[src/rtl/xbar_bank_arb.sv]
// ============================================================================
// Module   : xbar_bank_arb
// Brief    : 3-channel round-robin arbiter feeding a bank request FIFO.
//            Define XBAR_BANK_ARB_PERF_CNT_EN to add per-channel grant counters.
// Revision : 1.0
// ============================================================================
`default_nettype none

module xbar_bank_arb #(
  parameter int ENTRY_ID_W = 4,
  parameter int FIFO_DEPTH = 4
) (
  input  logic                                 clk,
  input  logic                                 rst,
  input  logic [2:0]                           ch_valid,
  input  logic [3*ENTRY_ID_W-1:0]              ch_entry_id,
  output logic [2:0]                           ch_grant,
  output logic                                 bank_valid,
  input  logic                                 bank_ready,
  output logic [1:0]                           bank_ch,
  output logic [ENTRY_ID_W-1:0]                bank_entry_id,
  output logic [$clog2(FIFO_DEPTH+1)-1:0]      fifo_count
`ifdef XBAR_BANK_ARB_PERF_CNT_EN
  ,
  output logic [3*16-1:0]                      grant_cnt
`endif
);

  localparam int C_AW = $clog2(FIFO_DEPTH);
  localparam int C_CW = $clog2(FIFO_DEPTH+1);
  localparam int C_EW = ENTRY_ID_W + 2;
  localparam logic [C_CW-1:0] C_FULL = C_CW'(FIFO_DEPTH);

  logic [1:0]            rr_q;
  logic [C_AW-1:0]       wr_q;
  logic [C_AW-1:0]       rd_q;
  logic [C_CW-1:0]       count_q;
  logic [C_CW-1:0]       count_d;
  logic [C_EW-1:0]       mem_q [FIFO_DEPTH];

  logic                  w_hit;
  logic [1:0]            w_sel;
  logic [ENTRY_ID_W-1:0] w_id;
  logic                  w_push;
  logic                  w_pop;

  // Rotating search from rr_q; the first requester found wins.
  always_comb begin
    logic [2:0] c;
    w_hit = 1'b0;
    w_sel = 2'd0;
    c     = 3'd0;
    for (int k = 0; k < 3; k++) begin
      c = {1'b0, rr_q} + 3'(k);
      if (c >= 3'd3) c = c - 3'd3;
      if (!w_hit && ch_valid[c[1:0]]) begin
        w_hit = 1'b1;
        w_sel = c[1:0];
      end
    end
  end

  assign ch_grant = (w_hit && (count_q != C_FULL) && !rst) ? (3'b001 << w_sel) : 3'b000;
  assign w_push   = |(ch_valid & ch_grant);
  assign w_id     = ch_entry_id[w_sel*ENTRY_ID_W +: ENTRY_ID_W];

  assign bank_valid                = (count_q != '0);
  assign w_pop                     = bank_valid & bank_ready;
  assign {bank_ch, bank_entry_id}  = mem_q[rd_q];
  assign fifo_count                = count_q;

  always_comb begin
    count_d = count_q;
    case ({w_push, w_pop})
      2'b10:   count_d = count_q + 1'b1;
      2'b01:   count_d = count_q - 1'b1;
      default: count_d = count_q;
    endcase
  end

  always_ff @(posedge clk or posedge rst) begin
    if (rst) begin
      rr_q    <= 2'd0;
      wr_q    <= '0;
      rd_q    <= '0;
      count_q <= '0;
    end else begin
      if (w_push) begin
        rr_q <= (w_sel == 2'd2) ? 2'd0 : w_sel + 2'd1;
        wr_q <= wr_q + 1'b1;
      end
      if (w_pop) rd_q <= rd_q + 1'b1;
      count_q <= count_d;
    end
  end

  // Payload storage is deliberately left unreset; bank_valid qualifies it.
  always_ff @(posedge clk) begin
    if (w_push) mem_q[wr_q] <= {w_sel, w_id};
  end

`ifdef XBAR_BANK_ARB_PERF_CNT_EN
  for (genvar i = 0; i < 3; i++) begin : g_perf_cnt
    logic [15:0] cnt_q;
    always_ff @(posedge clk or posedge rst) begin
      if (rst) begin
        cnt_q <= 16'h0000;
      end else if (ch_valid[i] && ch_grant[i] && (cnt_q != 16'hFFFF)) begin
        cnt_q <= cnt_q + 16'h0001;
      end
    end
    assign grant_cnt[i*16 +: 16] = cnt_q;
  end
`endif

endmodule

`default_nettype wire

[config.mk]
export PLATFORM = sky130hd
export DESIGN_NAME = xbar_bank_arb
export DESIGN_NICKNAME = d
export VERILOG_FILES = /design/src/rtl/xbar_bank_arb.sv
export SDC_FILE = /design/constraint.sdc
export NUM_CORES = 1
export LEC_CHECK = 0
export BUFFER_PORTS_ARGS = -buffer_cell sky130_fd_sc_hd__buf_2
export CAP_MARGIN = 20
export CORE_UTILIZATION = 50
export CTS_CLUSTER_DIAMETER = 60
export DETAILED_ROUTE_END_ITERATION = 8
export PLACE_DENSITY = 0.84
export SKIP_LAST_GASP = 1
export SYNTH_ARGS = -nofsm -noshare
export SYNTH_HDL_FRONTEND = slang
export SYNTH_SLANG_ARGS = --single-unit
[constraint.sdc]
create_clock -name clk -period 2.7 [get_ports clk]
set_input_delay 0.405 -clock clk [delete_from_list [all_inputs] [get_ports clk]]
set_output_delay 0.405 -clock clk [all_outputs]
set_load 0.005 [all_outputs]
==> results.json <==
{
  "status": "finished, violations left",
  "violations": "setup timing",
  "whs_ns": 0.0661,
  "clock_latency_ns": 0.33,
  "grt_max_degree": 13,
  "tightestPinTransition_ns": 0.451,
  "pre_cts_slack_ns": -0.112,
  "post-route-period-util_pct": 105,
  "r2r_start": "rr_q[1]",
  "cp-end-kind": "output port",
  "design.core.area_sq_um": 3360,
  "layout.nets": 213,
  "firstDrtPassIters": 4,
  "worstPathArrival_ns": 2.42,
  "grt_pass1_vias": 1244,
  "hold_viol_final": 0,
  "cp-endpoint": "ch_grant[0]",
  "clkSlewWorstSetupHoldPaths_ns": 0.10,
  "min_path_type": "in2async",
  "synth_fp_nets": 163,
  "areaGrowthSynthToFinish_pct": 26.4,
  "routed_via_density": 5.46,
  "postCtsHoldBufs": 0,
  "leakage_nw": 0.927,
  "max-clock-path-buffers": 2,
  "cts_max_level": 2,
  "regToRegSetupSlack_ns": -0.06,
  "cts-buffers-inserted": 5,
  "r2r_end": "fifo_count[2]",
  "fin_skew_ns": 0.00995,
  "clock_sinks": 33,
  "startpoint": "rr_q[1]",
  "setup_viol": 3,
  "ant_nets": 0,
  "hpwlAfterDp_mm": 2.59,
  "ys_seq_elements": 33,
  "root_buffer": "clkbuf_4",
  "setup_ws_ns": -0.125,
  "avgRoutedWirePerCell_um": 16.9,
  "antenna_found_initial": 0,
  "dieArea_sq_um": 3780,
  "grt-ovfl-total": 0,
  "syn_area_per_cell_sq_um": 13.1,
  "io_pins": 31,
  "track_usage_pct": 22.5,
  "cap_viol_max_count": 0,
  "drt-total-wl_mm": 3.93,
  "r2r_cells": 15,
  "drt_iter0_markers": 47,
  "drc": 0,
  "drive_gt1_share_pct": 46.8,
  "antenna_cells": 0,
  "path_class": "reg2out",
  "max_freq_mhz": 354,
  "io_buffers": 30,
  "core.rowCount": 21,
  "powerDensity_nw_per_um2": 1240,
  "die_h_um": 61.5,
  "grt_first_pass_wirelength_mm": 5.87,
  "gp_routability_congestion": 0.893,
  "crit_required_ns": 2.30,
  "syn_inst": 135,
  "maxSlewViolCount": 0,
  "worstPathMaxFanout": 4,
  "die_x_um": 61.5,
  "netlist_area_sq_um": 1770,
  "ys_types": 39,
  "vias": 1267,
  "cts_tree": "done",
  "rsz0062_at_grt": "true",
  "yosys_warnings": 0,
  "initial_core_util_pct": 52.6,
  "period_needed_ns": 2.83,
  "cp-start-kind": "register",
  "max-vdd-ir-drop_mv": 0.743,
  "ys_seq_area_share_pct": 53.4,
  "slew_headroom_pct": 69.9
}
[synth_stat cells, drive strengths merged]
library cell  number  area share, %
edfxtp            24             41
inv               11            2.3
dfrtp              9             13
ha                 9            6.4
nand2              9            2.0
and2               7            2.5
mux2i              7            4.0
o21ai              7            2.0
a21oi              6            3.0
mux4               6            7.6
nor2               6            1.3
nand3b             3            1.3
nor2b              3            1.1
xnor2              3            1.5
xor2               3            1.5
buf                2           0.49
clkbuf             2           0.42
mux2               2            1.3
o22ai              2           0.71
or3                2           0.99
a211o              1           0.49
a21o               1           0.49
a2bb2oi            1           0.49
fa                 1            1.1
nand2b             1           0.49
nand4              1           0.35
o2111a             1           0.64
o2111ai            1           0.49
o21a               1           0.42
o221ai             1           0.49
or2                1           0.35
or4                1           0.42
[layout make-up]
cell class | instances | area, sq um
Clock buffer | 6 | 41.3
Timing Repair Buffer | 47 | 285
Multi-Input combinational cell | 87 | 856
Fill cell | 261 | 1120
Sequential cell | 33 | 947
Clock inverter | 2 | 10.0
Tap cell | 46 | 57.6
Inverter | 11 | 41.3
[repair_timing]
action / 4_1_cts / 5_1_grt
setup endpoints to repair: 3 / 17
setup buffers: 9 / 2
resized for setup: 15 / 8
cloned: 0 / 0
pin swaps: 9 / 7
[state kept, by name, indices dropped and copies added, names as in the netlist]
register,count
fifo_count,3
mem_q,24
rd_q,2
rr_q,2
wr_q,2
[report_power, final]
part           leakage [nW]  switching (mW)  total (mW)  internal (mW)
Sequential            0.325           0.132       0.917          0.785
Combinational         0.570           0.795        1.61          0.812
Clock                0.0320           0.160       0.259         0.0990
Total                 0.927            1.09        2.78           1.70
[layout by cell type, fill, tap and decap left out, types with 2 or more instances in the layout]
| cell type | instances |
|---|---|
| edfxtp_1 | 24 |
| inv_2 | 4 |
| ha_1 | 5 |
| buf_6 | 2 |
| clkinv_2 | 2 |
| a21oi_4 | 2 |
| nand2_1 | 8 |
| o21ai_1 | 5 |
| and2_2 | 4 |
| nand3b_1 | 3 |
| xor2_1 | 3 |
| nor2b_1 | 2 |
| buf_4 | 15 |
| inv_1 | 7 |
| mux2_1 | 2 |
| mux4_2 | 6 |
| ha_4 | 3 |
| nor2_1 | 5 |
| dfrtp_1 | 8 |
| a21oi_1 | 2 |
| xnor2_1 | 3 |
| and2_1 | 3 |
| a21oi_2 | 2 |
| buf_2 | 30 |
| clkbuf_4 | 5 |
| mux2i_1 | 7 |
[per-stage QoR]
step / power [mW] / TNS (ns) / instance area [sq um] / util, % / std cells
after global placement: 2.13 / 0 / 2030 / 60.3 / 213
final: 2.78 / -0.239 / 2240 / 66.6 / 232
after global routing: 2.97 / -0.562 / 2240 / 66.6 / 232
after detailed placement: 2.22 / -0.119 / 2030 / 60.3 / 213
after CTS: 2.66 / -0.0749 / 2200 / 65.5 / 230
after floorplan: 1.83 / 0 / 1790 / - / 135
[how the worst min path moves through the flow]
stage          slack [ns]       endpoint  cells past startpoint
6_report             0.07        rr_q[0]                      3
5_1_grt              0.07  fifo_count[2]                      3
4_1_cts              0.06        rr_q[0]                      3
3_5_place_dp         0.42        rr_q[1]                      3
3_3_place_gp         0.41        rr_q[1]                      3
2_1_floorplan        0.24  fifo_count[0]                      1
[cell families (layout without fill, tap and decap cells)]
group           count (synthesis)  count (layout)  synth area share [%]
fa+ha+maj                      10              10                  7.49
compound gates                 22              22                  9.19
flops                          33              33                  53.4
simple gates                   34              34                  10.8
buf+inv                        15              66                  3.25
xor+xnor                        6               6                  2.97
mux                            15              15                  12.9
[metal layers]
metal	vias to the layer above	share of wire, %	track usage, %
met2	43	52	39.5
met1	621	40	25.6
met4	0	3.3	10.2
met5	-	0	0
li1	590	-	-
met3	13	4.7	5.88
[worst max-delay path, stage by stage, from the launching register on]
cell	delay, ns
dfrtp_2	0.46
inv_2	0.10
ha_2	0.22
nor2b_1	0.07
o21ai_2	0.23
nand4_1	0.21
a21o_4	0.27
a211o_1	0.31
nor2_1	0.09
buf_2	0.11
Power figures use the tool's default switching activity.
